==> config.mk <==
export PLATFORM = sky130hd
export DESIGN_NAME = ad_float_feeder
export DESIGN_NICKNAME = d
export VERILOG_FILES = /design/src/rtl/ad_float_feeder.sv
export SDC_FILE = /design/constraint.sdc
export NUM_CORES = 1
export LEC_CHECK = 0
export ABC_AREA = 0
export CAP_MARGIN = 20
export CORE_MARGIN = 2
export CORE_UTILIZATION = 40
export DETAILED_ROUTE_END_ITERATION = 16
export PLACE_DENSITY = 0.7
export REMOVE_ABC_BUFFERS = 1
export SLEW_MARGIN = 10
export SYNTH_ARGS = -nofsm -noshare
export SYNTH_HDL_FRONTEND = slang
export SYNTH_SLANG_ARGS = --single-unit
==> constraint.sdc <==
create_clock -name clk -period 6 [get_ports clk]
set_input_delay 1.2 -clock clk [delete_from_list [all_inputs] [get_ports clk]]
set_output_delay 1.2 -clock clk [all_outputs]
set_load 0.1 [all_outputs]
==> src/rtl/ad_float_feeder.sv <==
// Frame-atomic reader between the AD7606 sample FIFO and short_to_float; tags each sample through the converter latency.
// Build option: define AD_OFFSET_BIN_EN to treat fifo_q as offset-binary (bit 15 inverted before the converter).
module ad_float_feeder #(
    parameter int CH_NUM   = 8,
    parameter int CONV_LAT = 6,
    parameter int USEDW_W  = 6,
    parameter int CH_W     = 3
) (
    input  logic               clk,
    input  logic               rst,
    input  logic               en,
    input  logic [USEDW_W-1:0] fifo_rdusedw,
    output logic               fifo_rdreq,
    input  logic [15:0]        fifo_q,
    output logic [15:0]        cvt_dataa,
    input  logic [31:0]        cvt_result,
    output logic               out_valid,
    output logic [31:0]        out_data,
    output logic [CH_W-1:0]    out_ch,
    output logic               out_sof,
    output logic               frame_done,
    output logic               busy
);

    localparam logic [1:0] S_IDLE   = 2'd0;
    localparam logic [1:0] S_BURST  = 2'd1;
    localparam logic [1:0] S_SETTLE = 2'd2;

    // Stage 0 is loaded in the rdreq cycle; the last stage lines up with the registered result.
    localparam int                TAG_N       = CONV_LAT + 3;
    localparam logic [CH_W-1:0]   LAST_CH     = CH_W'(CH_NUM - 1);
    localparam logic [USEDW_W:0]  FRAME_WORDS = (USEDW_W + 1)'(CH_NUM);

    typedef struct packed {
        logic            valid;
        logic [CH_W-1:0] ch;
        logic            sof;
        logic            last;
    } tag_t;

    logic [1:0]      r_state;
    logic [CH_W-1:0] r_rd_ch;
    logic            r_settle_cnt;
    logic            r_rd_valid;
    logic [15:0]     r_cvt_dataa;
    logic [31:0]     r_out_data;
    tag_t            r_tag [TAG_N];

    logic            w_burst;
    logic            w_start;
    logic [15:0]     w_stage_in;
    tag_t            w_tag_in;

    assign w_burst = (r_state == S_BURST);
    assign w_start = en && ({1'b0, fifo_rdusedw} >= FRAME_WORDS);

`ifdef AD_OFFSET_BIN_EN
    assign w_stage_in = {~fifo_q[15], fifo_q[14:0]};
`else
    assign w_stage_in = fifo_q;
`endif

    // NOTE: every field gets a value on every path, so no latch can be inferred.
    always_comb begin
        w_tag_in       = '0;
        w_tag_in.valid = w_burst;
        if (w_burst) begin
            w_tag_in.ch   = r_rd_ch;
            w_tag_in.sof  = (r_rd_ch == '0);
            w_tag_in.last = (r_rd_ch == LAST_CH);
        end
    end

    // NOTE: sequential state uses non-blocking assignments so all registers update from pre-edge values.
    always_ff @(posedge clk or posedge rst) begin
        if (rst) begin
            r_state      <= S_IDLE;
            r_rd_ch      <= '0;
            r_settle_cnt <= 1'b0;
        end else begin
            case (r_state)
                S_IDLE: begin
                    if (w_start) begin
                        r_state <= S_BURST;
                        r_rd_ch <= '0;
                    end
                end
                S_BURST: begin
                    if (r_rd_ch == LAST_CH) begin
                        r_state      <= S_SETTLE;
                        r_rd_ch      <= '0;
                        r_settle_cnt <= 1'b0;
                    end else begin
                        r_rd_ch <= r_rd_ch + CH_W'(1);
                    end
                end
                S_SETTLE: begin
                    if (r_settle_cnt) r_state <= S_IDLE;
                    else              r_settle_cnt <= 1'b1;
                end
                default: r_state <= S_IDLE;
            endcase
        end
    end

    // Staging register doubles as the converter operand; it holds when no sample arrives.
    always_ff @(posedge clk or posedge rst) begin
        if (rst) begin
            r_rd_valid  <= 1'b0;
            r_cvt_dataa <= '0;
        end else begin
            r_rd_valid <= w_burst;
            if (r_rd_valid) r_cvt_dataa <= w_stage_in;
        end
    end

    // NOTE: the tag shift register is reset on purpose so a reset flushes every in-flight sample.
    always_ff @(posedge clk or posedge rst) begin
        if (rst) begin
            for (int i = 0; i < TAG_N; i++) r_tag[i] <= '0;
        end else begin
            r_tag[0] <= w_tag_in;
            for (int i = 1; i < TAG_N; i++) r_tag[i] <= r_tag[i-1];
        end
    end

    always_ff @(posedge clk or posedge rst) begin
        if (rst)                      r_out_data <= '0;
        else if (r_tag[TAG_N-2].valid) r_out_data <= cvt_result;
    end

    assign fifo_rdreq = w_burst;
    assign busy       = (r_state != S_IDLE);
    assign cvt_dataa  = r_cvt_dataa;
    assign out_data   = r_out_data;
    assign out_valid  = r_tag[TAG_N-1].valid;
    assign out_ch     = r_tag[TAG_N-1].ch;
    assign out_sof    = r_tag[TAG_N-1].sof;
    assign frame_done = r_tag[TAG_N-1].last;

endmodule
==> impl_results.rst, run 1 <==
.. list-table::
   :header-rows: 1

   * - Metric
     - Value
   * - Run status
     - complete, no violations
   * - Setup repair after global routing missed its margin
     - false
   * - Die height
     - 97.5 um
   * - ANT nets after route
     - 0
   * - Number of hold-repair buffers added at the cts stage
     - 0
   * - Count of endpoints failing setup in the final report
     - 0
   * - Tmin final
     - 3.74 ns
   * - Synthesized instance count
     - about 190
   * - Data required time at the worst endpoint
     - 4.80 ns
   * - Final clock period utilization by the worst path
     - between 60% and 70%
   * - Source-to-sink clock delay at the later pin of the worst-skew pair
     - approximately 0.36 ns
   * - Critical path class
     - flop to output pin
   * - Total of buffers placed on input and output ports
     - 109
   * - Crit-path slowest cell
     - sky130_fd_sc_hd__clkdlybuf4s50_1
   * - Final net count
     - 364
   * - Post-Route Skew
     - 0.0102 ns
   * - Overflow after GRT
     - 0
   * - Drc violations
     - 0
   * - Delay of the slowest cell on the worst path
     - 1.25 ns
   * - Number of top-level design ports
     - 113
   * - CTS buffer count
     - 9
   * - Via count of the first global-routing pass
     - 2063
   * - Number of inserted diodes
     - 0
   * - Wire length per cell after detailed routing
     - 13.8 um
   * - Startpoint class of the critical path
     - flop
   * - Remaining max-slew budget at the tightest pin
     - 32.6%
   * - Buffers from clock root to sink, at most
     - 2
   * - Flops & latches, synth
     - 108
   * - Worst setup EP type
     - output pin
   * - Detailed placer's ending HPWL
     - 3990 um
   * - Global router's overall resource usage
     - between 10% and 20%
   * - DRT Pass-1 Iters
     - 4
   * - Number of instances resized during post-cts repair
     - 0
   * - CP bufs+invs
     - 1
   * - Final GP Congestion
     - 0.807
   * - Mean post-synth cell area
     - 18.2 um2
   * - Dominant delay contributor by cell family on the critical path
     - buffers and inverters
   * - Maximum number of pins on one net before global-route repair
     - 75
   * - WP data arrival
     - 2.54 ns
   * - Total of warnings raised by yosys
     - 0
   * - Post-synth design cell area
     - 3500 um2
   * - Clock sink count
     - 108
   * - Die width
     - 97.5 um
   * - Max FO, Critical Path
     - 10
   * - Share of cells above drive strength 1
     - 22.0%
   * - Clk root buf
     - sky130_fd_sc_hd__clkbuf_8
   * - Vias per inst
     - 4.49
   * - Number of maximum-capacitance violations
     - 0
   * - Number of filler instances in the final layout
     - 672
   * - Layout Area Growth over Synthesis
     - 39.4%
   * - First DRT Iteration DRCs
     - roughly 50
   * - Chain of cells forming the critical path
     - nor2b_1, clkdlybuf4s50_1
   * - Total length of routed wires
     - roughly 5800 um
   * - Maximum achievable frequency
     - 267 MHz
   * - Sequential element share of the synthesized area
     - 77.3%
   * - Clock edge transition at the registers on the reported setup and hold paths
     - roughly 0.10 ns
   * - CTS H-Tree Depth
     - 3
   * - Number of antenna violations at the first check in global routing
     - 0
   * - Final max-slew violation count
     - 0
   * - Starting utilization of the core area
     - 40.7%
   * - Hold WS
     - roughly 0.34 ns
   * - Post-CTS setup buffer count
     - 0
   * - Cell Rows
     - 34
   * - Post-route cell area
     - between 4000 and 5000 um2
   * - Core ar.
     - 8590 um2
   * - Total via count after detailed routing
     - 1871
   * - Min-delay worst type
     - flop to flop
   * - Worst Max-Slew Pin Slew
     - between 1 and 1.5 ns
   * - Final hold violation count
     - 0
   * - Yosys cell types
     - 22
   * - Setup TNS
     - 0 ns
   * - Cell area after placement
     - 4670 um2
   * - Overall die area
     - 9510 um2
   * - CTS tree
     - built
   * - Global-route wire length before repair
     - 10300 um
-- metal layers --
metal	wire length, um	track usage, %	up-vias
li1	-	-	866
met1	2480	17.6	917
met2	2730	21.0	78
met3	423	4.46	10
met4	124	6.09	0
met5	0	0	-
-- cells in the mapped netlist --
cell	instances	area [um2]
sky130_fd_sc_hd__inv_1	4	15.0
sky130_fd_sc_hd__and2_4	1	8.76
sky130_fd_sc_hd__nor2_1	2	7.51
sky130_fd_sc_hd__buf_6	1	11.3
sky130_fd_sc_hd__o21ai_0	1	5.00
sky130_fd_sc_hd__mux2_1	2	22.5
sky130_fd_sc_hd__and2_1	3	18.8
sky130_fd_sc_hd__dfrtp_1	108	2700
sky130_fd_sc_hd__and3b_1	1	8.76
sky130_fd_sc_hd__ha_1	3	37.5
sky130_fd_sc_hd__o21bai_2	1	11.3
sky130_fd_sc_hd__a21oi_1	2	10.0
sky130_fd_sc_hd__mux2_2	46	518
sky130_fd_sc_hd__nor2b_1	1	6.26
sky130_fd_sc_hd__nor3b_1	1	7.51
sky130_fd_sc_hd__buf_2	2	10.0
sky130_fd_sc_hd__o31a_1	1	8.76
sky130_fd_sc_hd__clkbuf_1	1	3.75
sky130_fd_sc_hd__or2_2	1	6.26
sky130_fd_sc_hd__a22o_1	3	26.3
sky130_fd_sc_hd__buf_4	6	45.0
sky130_fd_sc_hd__or2_1	1	6.26
-- sequential cells by signal, indices dropped and copies added (netlist names) --
register,cells
r_tag,48
out_data,32
cvt_dataa,16
out_ch,3
r_rd_ch,3
r_state,2
frame_done,1
out_sof,1
out_valid,1
r_settle_cnt,1
-- path summary, 6_finish.rpt --
path                             from           end  slack (ns)  cells after the start
max                        r_state[0]    fifo_rdreq        2.26                      2
min                         r_tag[34]     r_tag[28]        0.34                      0
max reg2reg                 r_tag[11]  out_data[24]        4.51                      2
min reg2reg                 r_tag[34]     r_tag[28]        0.34                      0
max in group asynchronous         rst     r_tag[46]        3.64                      3
min in group asynchronous         rst  out_data[20]        1.35                      2
-- cells by family after synthesis --
logic type	Yosys count	synth area share, %
AOI/OAI and AO/OA	8	1.75
and+or+nand+nor	11	2.00
adders and majority gates	3	1.07
muxes	48	15.5
buffers and inverters	14	2.43
DFF	108	77.3
-- final cells by class --
type,count,area [um2],area share (%)
sequential,108,2700,55.4
clock buffer,9,124,2.54
inverter,4,17.5,0.359
timing repair buffer,111,1110,22.7
multi-input combinational,70,709,14.6
tap,108,135,2.77
clock inverter,7,80.1,1.64
-- metrics by stage --
stage          worst slack [ns]  cells  util (%)
3_5_place_dp               2.65    401      54.4
5_1_grt                    2.07    417      56.7
2_1_floorplan              1.95    182         -
3_3_place_gp               2.65    401      54.4
4_1_cts                    2.24    417      56.7
6_report                   2.26    417      56.7
-- layout by cell type (no fill, tap or decap), drive strengths merged --
cell type      instances
dfrtp                108
clkinvlp               2
clkdlybuf4s50        109
bufinv                 1
clkinv                 1
a22o                   3
mux2                  48
inv                    7
nor3b                  1
clkbuf                 9
and2                   4
nor2b                  1
o21ai                  1
and3b                  1
ha                     3
buf                    2
o31a                   1
nor2                   2
o21bai                 1
or2                    2
a21oi                  2
Power of run 1 is not shown: default switching activity piles up to over one toggle a cycle in this logic, so the estimate is an artifact.
==> run 2: changes to the inputs <==
--- a/config.mk
+++ b/config.mk
@@ -10,7 +10,7 @@
 export CORE_MARGIN = 2
 export CORE_UTILIZATION = 40
 export DETAILED_ROUTE_END_ITERATION = 16
-export PLACE_DENSITY = 0.7
+export PLACE_DENSITY = 0.73
 export REMOVE_ABC_BUFFERS = 1
 export SLEW_MARGIN = 10
 export SYNTH_ARGS = -nofsm -noshare
==> constraint.sdc (replaced) <==
create_clock -name clk -period 3.2 [get_ports clk]
set_input_delay 0.64 -clock clk [delete_from_list [all_inputs] [get_ports clk]]
set_output_delay 0.64 -clock clk [all_outputs]
set_load 0.1 [all_outputs]
==> run 2 against run 1 <==
Compared with the run above: utilization is 1.1 points lower; clock-buffer cell count stayed put; clock skew is 0.0024 ns lower; first-iteration DRC count is 18% lower; global-route usage is 0.78 points lower; register-to-register slack worse by 2.8 ns; critical path depth stayed put; hold slack better by 0.0013 ns; critical path type unchanged; final cell count is 0.48% higher; sequential share of layout area is 1.1 points higher; worst setup slack worse by 1.4 ns; flip-flop and latch count stayed put.
==> impl_results.rst, run 2 (synthesis gave the netlist of run 1 again) <==
.. list-table::
   :header-rows: 1

   * - Metric
     - Value
   * - Cell Rows
     - 34
   * - CTS buffer count
     - 9
   * - Capture instance of the worst register-to-register path
     - out_data[5]
   * - Post-route cell area
     - 4780 um2
   * - Total of buffers placed on input and output ports
     - around 110
   * - Remaining max-slew budget at the tightest pin
     - 55.6%
   * - Run status
     - complete, no violations
   * - Crit-path slowest cell
     - sky130_fd_sc_hd__nor2b_1
   * - Critical path class
     - flop to output pin
   * - Final hold violation count
     - 0
   * - Clock sink count
     - between 100 and 150
   * - CP bufs+invs
     - 1
   * - Share of cells above drive strength 1
     - 40.5%
   * - Global-route wire length before repair
     - approximately 9700 um
   * - Post-Place Worst Slack
     - 1.22 ns
   * - Wire length per cell after detailed routing
     - 13.7 um
   * - First DRT Iteration DRCs
     - 42
   * - Highest-count cells in the layout ignoring fill and taps
     - sky130_fd_sc_hd__dfrtp_1, sky130_fd_sc_hd__buf_4, sky130_fd_sc_hd__clkdlybuf4s50_1
   * - Starting utilization of the core area
     - 40.7%
   * - Source-to-sink clock delay at the later pin of the worst-skew pair
     - 0.36 ns
   * - Via count of the first global-routing pass
     - 2030
   * - Maximum number of pins on one net before global-route repair
     - 54
   * - Max FO, Critical Path
     - 10
   * - End point of the worst hold path
     - r_tag[15]
   * - Clock edge transition at the registers on the reported setup and hold paths
     - 0.10 ns
   * - Placed cell count
     - 403
   * - Die height
     - roughly 98 um
   * - Number of hold-repair buffers added at the cts stage
     - 0
   * - Layout Area Growth over Synthesis
     - 36.7%
   * - Most common cell after layout, fill and taps aside
     - sky130_fd_sc_hd__dfrtp_1
   * - Count of endpoints failing setup in the final report
     - 0
   * - Data required time at the worst endpoint
     - 2.56 ns
   * - Cell area after placement
     - ~4600 um2
   * - Final GP Congestion
     - around 0.73
   * - Least setup slack across all paths after layout
     - 0.842 ns
   * - Min-delay worst type
     - flop to flop
   * - Hold WS
     - about 0.35 ns
   * - Worst hold path startpoint
     - r_tag[21]
   * - Overflow after GRT
     - 0
   * - Post-Route Skew
     - 0.00784 ns
   * - Flop2flop setup slack
     - 1.68 ns
   * - Cell depth of the worst min-delay path
     - 0
   * - CTS tree
     - built
   * - Final max-slew violation count
     - 0
   * - CTS H-Tree Depth
     - 3
   * - Chain of cells forming the critical path
     - nor2b_1, buf_4
   * - Clk root buf
     - sky130_fd_sc_hd__clkbuf_8
   * - Core ar.
     - approximately 8600 um2
   * - Vias per inst
     - 4.58
   * - Final clock period utilization by the worst path
     - roughly 74%
   * - Buffers from clock root to sink, at most
     - 2
   * - Number of top-level design ports
     - 113
   * - Number of antenna violations at the first check in global routing
     - 0
   * - Flip-flop count of the largest register after layout
     - 48
   * - Tmin final
     - 2.36 ns
   * - Startpoint class of the critical path
     - flop
   * - Dominant delay contributor by cell family on the critical path
     - simple AND/OR/NAND/NOR gates
   * - Source of the worst register-to-register timing path
     - r_tag[11]
   * - Area occupied by multi-input gates
     - about 700 um2
   * - Number of maximum-capacitance violations
     - 0
   * - Delay of the slowest cell on the worst path
     - 0.52 ns
   * - Number of inserted diodes
     - 0
   * - Overall die area
     - 9510 um2
   * - Setup repair after global routing missed its margin
     - false
   * - Number of filler instances in the final layout
     - 708
   * - Post-CTS setup buffer count
     - 0
   * - WP data arrival
     - ~1.7 ns
   * - Global router's overall resource usage
     - between 10% and 20%
   * - Filler-free cell count of the finished design
     - 419
   * - Register cell area after layout
     - 2700 um2
   * - Maximum achievable frequency
     - between 400 and 500 MHz
   * - ANT nets after route
     - 0
   * - DRT Pass-1 Iters
     - 4
   * - Die width
     - around 100 um
   * - Total length of routed wires
     - 5720 um
   * - Total via count after detailed routing
     - 1919
   * - Detailed placer's ending HPWL
     - between 4000 and 5000 um
   * - Worst setup EP type
     - output pin
   * - Final net count
     - 366
   * - Worst Max-Slew Pin Slew
     - 0.666 ns
   * - R2R depth
     - 2
   * - Number of instances resized during post-cts repair
     - 0
   * - Drc violations
     - 0
   * - Register with the most flip-flops
     - r_tag
-- run 2: cell type report --
cell class / count / area share (%)
Inverter: 4 / 0.366
Timing Repair Buffer: 113 / 20.8
Multi-Input combinational cell: 70 / 14.8
Clock inverter: 7 / 2.04
Tap cell: 108 / 2.83
Sequential cell: 108 / 56.5
Clock buffer: 9 / 2.59
-- run 2: worst max-delay path by stage --
stage          startpoint      endpoint  slack, ns  cells past startpoint
5_1_grt        r_state[0]    fifo_rdreq       0.67                      2
4_1_cts        r_state[0]    fifo_rdreq       0.80                      2
6_report       r_state[0]    fifo_rdreq       0.84                      2
3_3_place_gp   r_state[0]    fifo_rdreq       1.23                      2
2_1_floorplan         rst  cvt_dataa[0]      -0.29                      1
3_5_place_dp   r_state[0]    fifo_rdreq       1.22                      2
-- run 2: metal layers --
metal	wire, um	vias to the layer above	GRT usage [%]	part of all wire (%)
li1	-	868	-	-
met1	2330	960	15.0	41
met2	2880	80	21.5	50
met3	426	11	4.96	7.4
met4	88	0	4.59	1.5
met5	0	-	0	0
-- run 2: stage by stage --
| step | TNS (ns) | util, % |
|---|---|---|
| floorplan | -30.84 | - |
| global placement | 0 | 53.0 |
| detailed placement | 0 | 53.0 |
| CTS | 0 | 55.6 |
| global route | 0 | 55.6 |
| finish | 0 | 55.6 |
Power of run 2 is left out for the same reason.
==> run 3: changes to the inputs <==
==> constraint.sdc (replaced) <==
create_clock -name clk -period 1.9 [get_ports clk]
set_input_delay 0.38 -clock clk [delete_from_list [all_inputs] [get_ports clk]]
set_output_delay 0.38 -clock clk [all_outputs]
set_load 0.1 [all_outputs]
==> run 3 against run 2 <==
Compared with the run above: utilization grew 0.31 points; worst setup slack lost 0.64 ns; sequential share of layout area shrank 0.31 points; final cell count grew 0.72%; register-to-register slack lost 1.1 ns; clock-buffer cell count grew 2; flip-flop and latch count is the same; critical path depth is the same; routed wire length grew 4.0%; hold slack lost 0.030 ns; first-iteration DRC count shrank 40%; critical path type unchanged.
==> impl_results.rst, run 3 (synthesis gave the netlist of run 1 again) <==
.. list-table::
   :header-rows: 1

   * - Metric
     - Value
   * - First DRT Iteration DRCs
     - 25
   * - Setup repair after global routing missed its margin
     - false
   * - Buffers from clock root to sink, at most
     - 2
   * - Register with the most flip-flops
     - r_tag
   * - Flip-flop count of the largest register after layout
     - 48
   * - Final net count
     - between 300 and 400
   * - Share of cells above drive strength 1
     - 40.8%
   * - WP data arrival
     - 1.32 ns
   * - Number of filler instances in the final layout
     - 717
   * - Source of the worst register-to-register timing path
     - r_rd_ch[0]
   * - ANT nets after route
     - 0
   * - Post-CTS setup buffer count
     - 0
   * - Number of antenna violations at the first check in global routing
     - 0
   * - Worst Max-Slew Pin Slew
     - around 0.37 ns
   * - Total of buffers placed on input and output ports
     - ~110
   * - Clk root buf
     - sky130_fd_sc_hd__clkbuf_8
   * - Remaining max-slew budget at the tightest pin
     - 75.1%
   * - Via count of the first global-routing pass
     - 2007
   * - Clock edge transition at the registers on the reported setup and hold paths
     - 0.10 ns
   * - Overflow after GRT
     - 0
   * - Wire length per cell after detailed routing
     - between 10 and 15 um
   * - Startpoint class of the critical path
     - flop
   * - Depth of the critical timing path with buffers and inverters included
     - 2
   * - Starting utilization of the core area
     - 40.7%
   * - Capture instance of the worst register-to-register path
     - r_state[1]
   * - Filler-free cell count of the finished design
     - ~420
   * - Total via count after detailed routing
     - 1923
   * - Crit path launch
     - r_state[0]
   * - Final GP Congestion
     - between 0.7 and 0.8
   * - Total length of routed wires
     - 5950 um
   * - Max FO, Critical Path
     - 6
   * - Core ar.
     - 8590 um2
   * - Count of endpoints failing setup in the final report
     - 0
   * - Overall die area
     - roughly 9500 um2
   * - Final clock period utilization by the worst path
     - about nine tenths
   * - Run status
     - complete, no violations
   * - Detailed placer's ending HPWL
     - around 4300 um
   * - Dominant delay contributor by cell family on the critical path
     - flip-flops
   * - Source-to-sink clock delay at the later pin of the worst-skew pair
     - 0.35 ns
   * - CP bufs+invs
     - 1
   * - Number of instances resized during post-cts repair
     - 0
   * - Number of hold-repair buffers added at the cts stage
     - 0
   * - Number of inserted diodes
     - 0
   * - Clock sink count
     - roughly 110
   * - Delay of the slowest cell on the worst path
     - 0.45 ns
   * - Post-Route Skew
     - 0.0107 ns
   * - DRT Pass-1 Iters
     - 4
   * - Placed cell count
     - about 410
   * - Final hold violation count
     - 0
   * - Most common cell after layout, fill and taps aside
     - sky130_fd_sc_hd__dfrtp_1
   * - Die height
     - between 90 and 100 um
   * - Maximum number of pins on one net before global-route repair
     - 38
   * - Cell Rows
     - 34
   * - Number of top-level design ports
     - 113
   * - Min-delay worst type
     - input port to asynchronous set/reset pin
   * - Data required time at the worst endpoint
     - approximately 1.5 ns
   * - CTS H-Tree Depth
     - 3
   * - Highest-count cells in the layout ignoring fill and taps
     - sky130_fd_sc_hd__dfrtp_1, sky130_fd_sc_hd__buf_4, sky130_fd_sc_hd__clkdlybuf4s50_1
   * - Chain of cells forming the critical path
     - nor2b_1, buf_12
   * - Crit-path slowest cell
     - sky130_fd_sc_hd__dfrtp_1
   * - Global-route wire length before repair
     - 10000 um
   * - Maximum achievable frequency
     - between 500 and 600 MHz
   * - CTS tree
     - built
   * - Layout Area Growth over Synthesis
     - 37.4%
   * - CTS buffer count
     - 9
   * - Number of maximum-capacitance violations
     - 0
   * - Critical path class
     - flop to output pin
   * - Tmin final
     - 1.70 ns
   * - Worst setup EP type
     - output pin
   * - Drc violations
     - 0
   * - Flop2flop setup slack
     - 0.56 ns
   * - Final max-slew violation count
     - 0
   * - Vias per inst
     - 4.56
   * - R2R depth
     - 4
   * - Die width
     - about 100 um
   * - Global router's overall resource usage
     - 13.4%
run 3: metrics by stage:
step	setup WS [ns]	area, um2	hold slack (ns)	setup TNS (ns)	util, %
5_1_grt	0.112	4810	0.316	0	55.9
3_5_place_dp	0.369	4640	0.335	0	54.0
3_3_place_gp	0.385	4640	0.331	0	54.0
2_1_floorplan	-1.33	3430	0.331	-148.30	-
4_1_cts	0.175	4810	0.315	0	55.9
6_report	0.203	4810	0.316	0	55.9
run 3: worst max-delay path by stage:
stage                   endpoint
floorplan           cvt_dataa[0]
global placement      r_rd_ch[0]
detailed placement    r_rd_ch[0]
CTS                   fifo_rdreq
global route          fifo_rdreq
finish                fifo_rdreq
run 3: routing by layer:
metal  vias to the layer above  global-route usage [%]  wire, um
met3                         5                    4.82       469
met1                       964                    17.6      2500
met2                        77                    20.7      2930
met5                         -                       0         0
li1                        877                       -         -
met4                         0                    4.49        51
run 3: worst register-to-register path, cell delays in order, from the launching register on:
cell                      delay [ns]
sky130_fd_sc_hd__dfrtp_1        0.43
sky130_fd_sc_hd__ha_1           0.22
sky130_fd_sc_hd__ha_1           0.23
sky130_fd_sc_hd__and2_4         0.16
sky130_fd_sc_hd__or2_1          0.21
run 3: area by class of cell:
type | instances | area, um2 | share of cell area (%)
Timing Repair Buffer | 117 | 1070 | 22.3
Clock inverter | 4 | 26.3 | 0.547
Clock buffer | 11 | 141 | 2.94
Inverter | 4 | 17.5 | 0.364
Tap cell | 108 | 135 | 2.81
Sequential cell | 108 | 2700 | 56.2
Multi-Input combinational cell | 70 | 709 | 14.8
Power of run 3 is left out for the same reason.
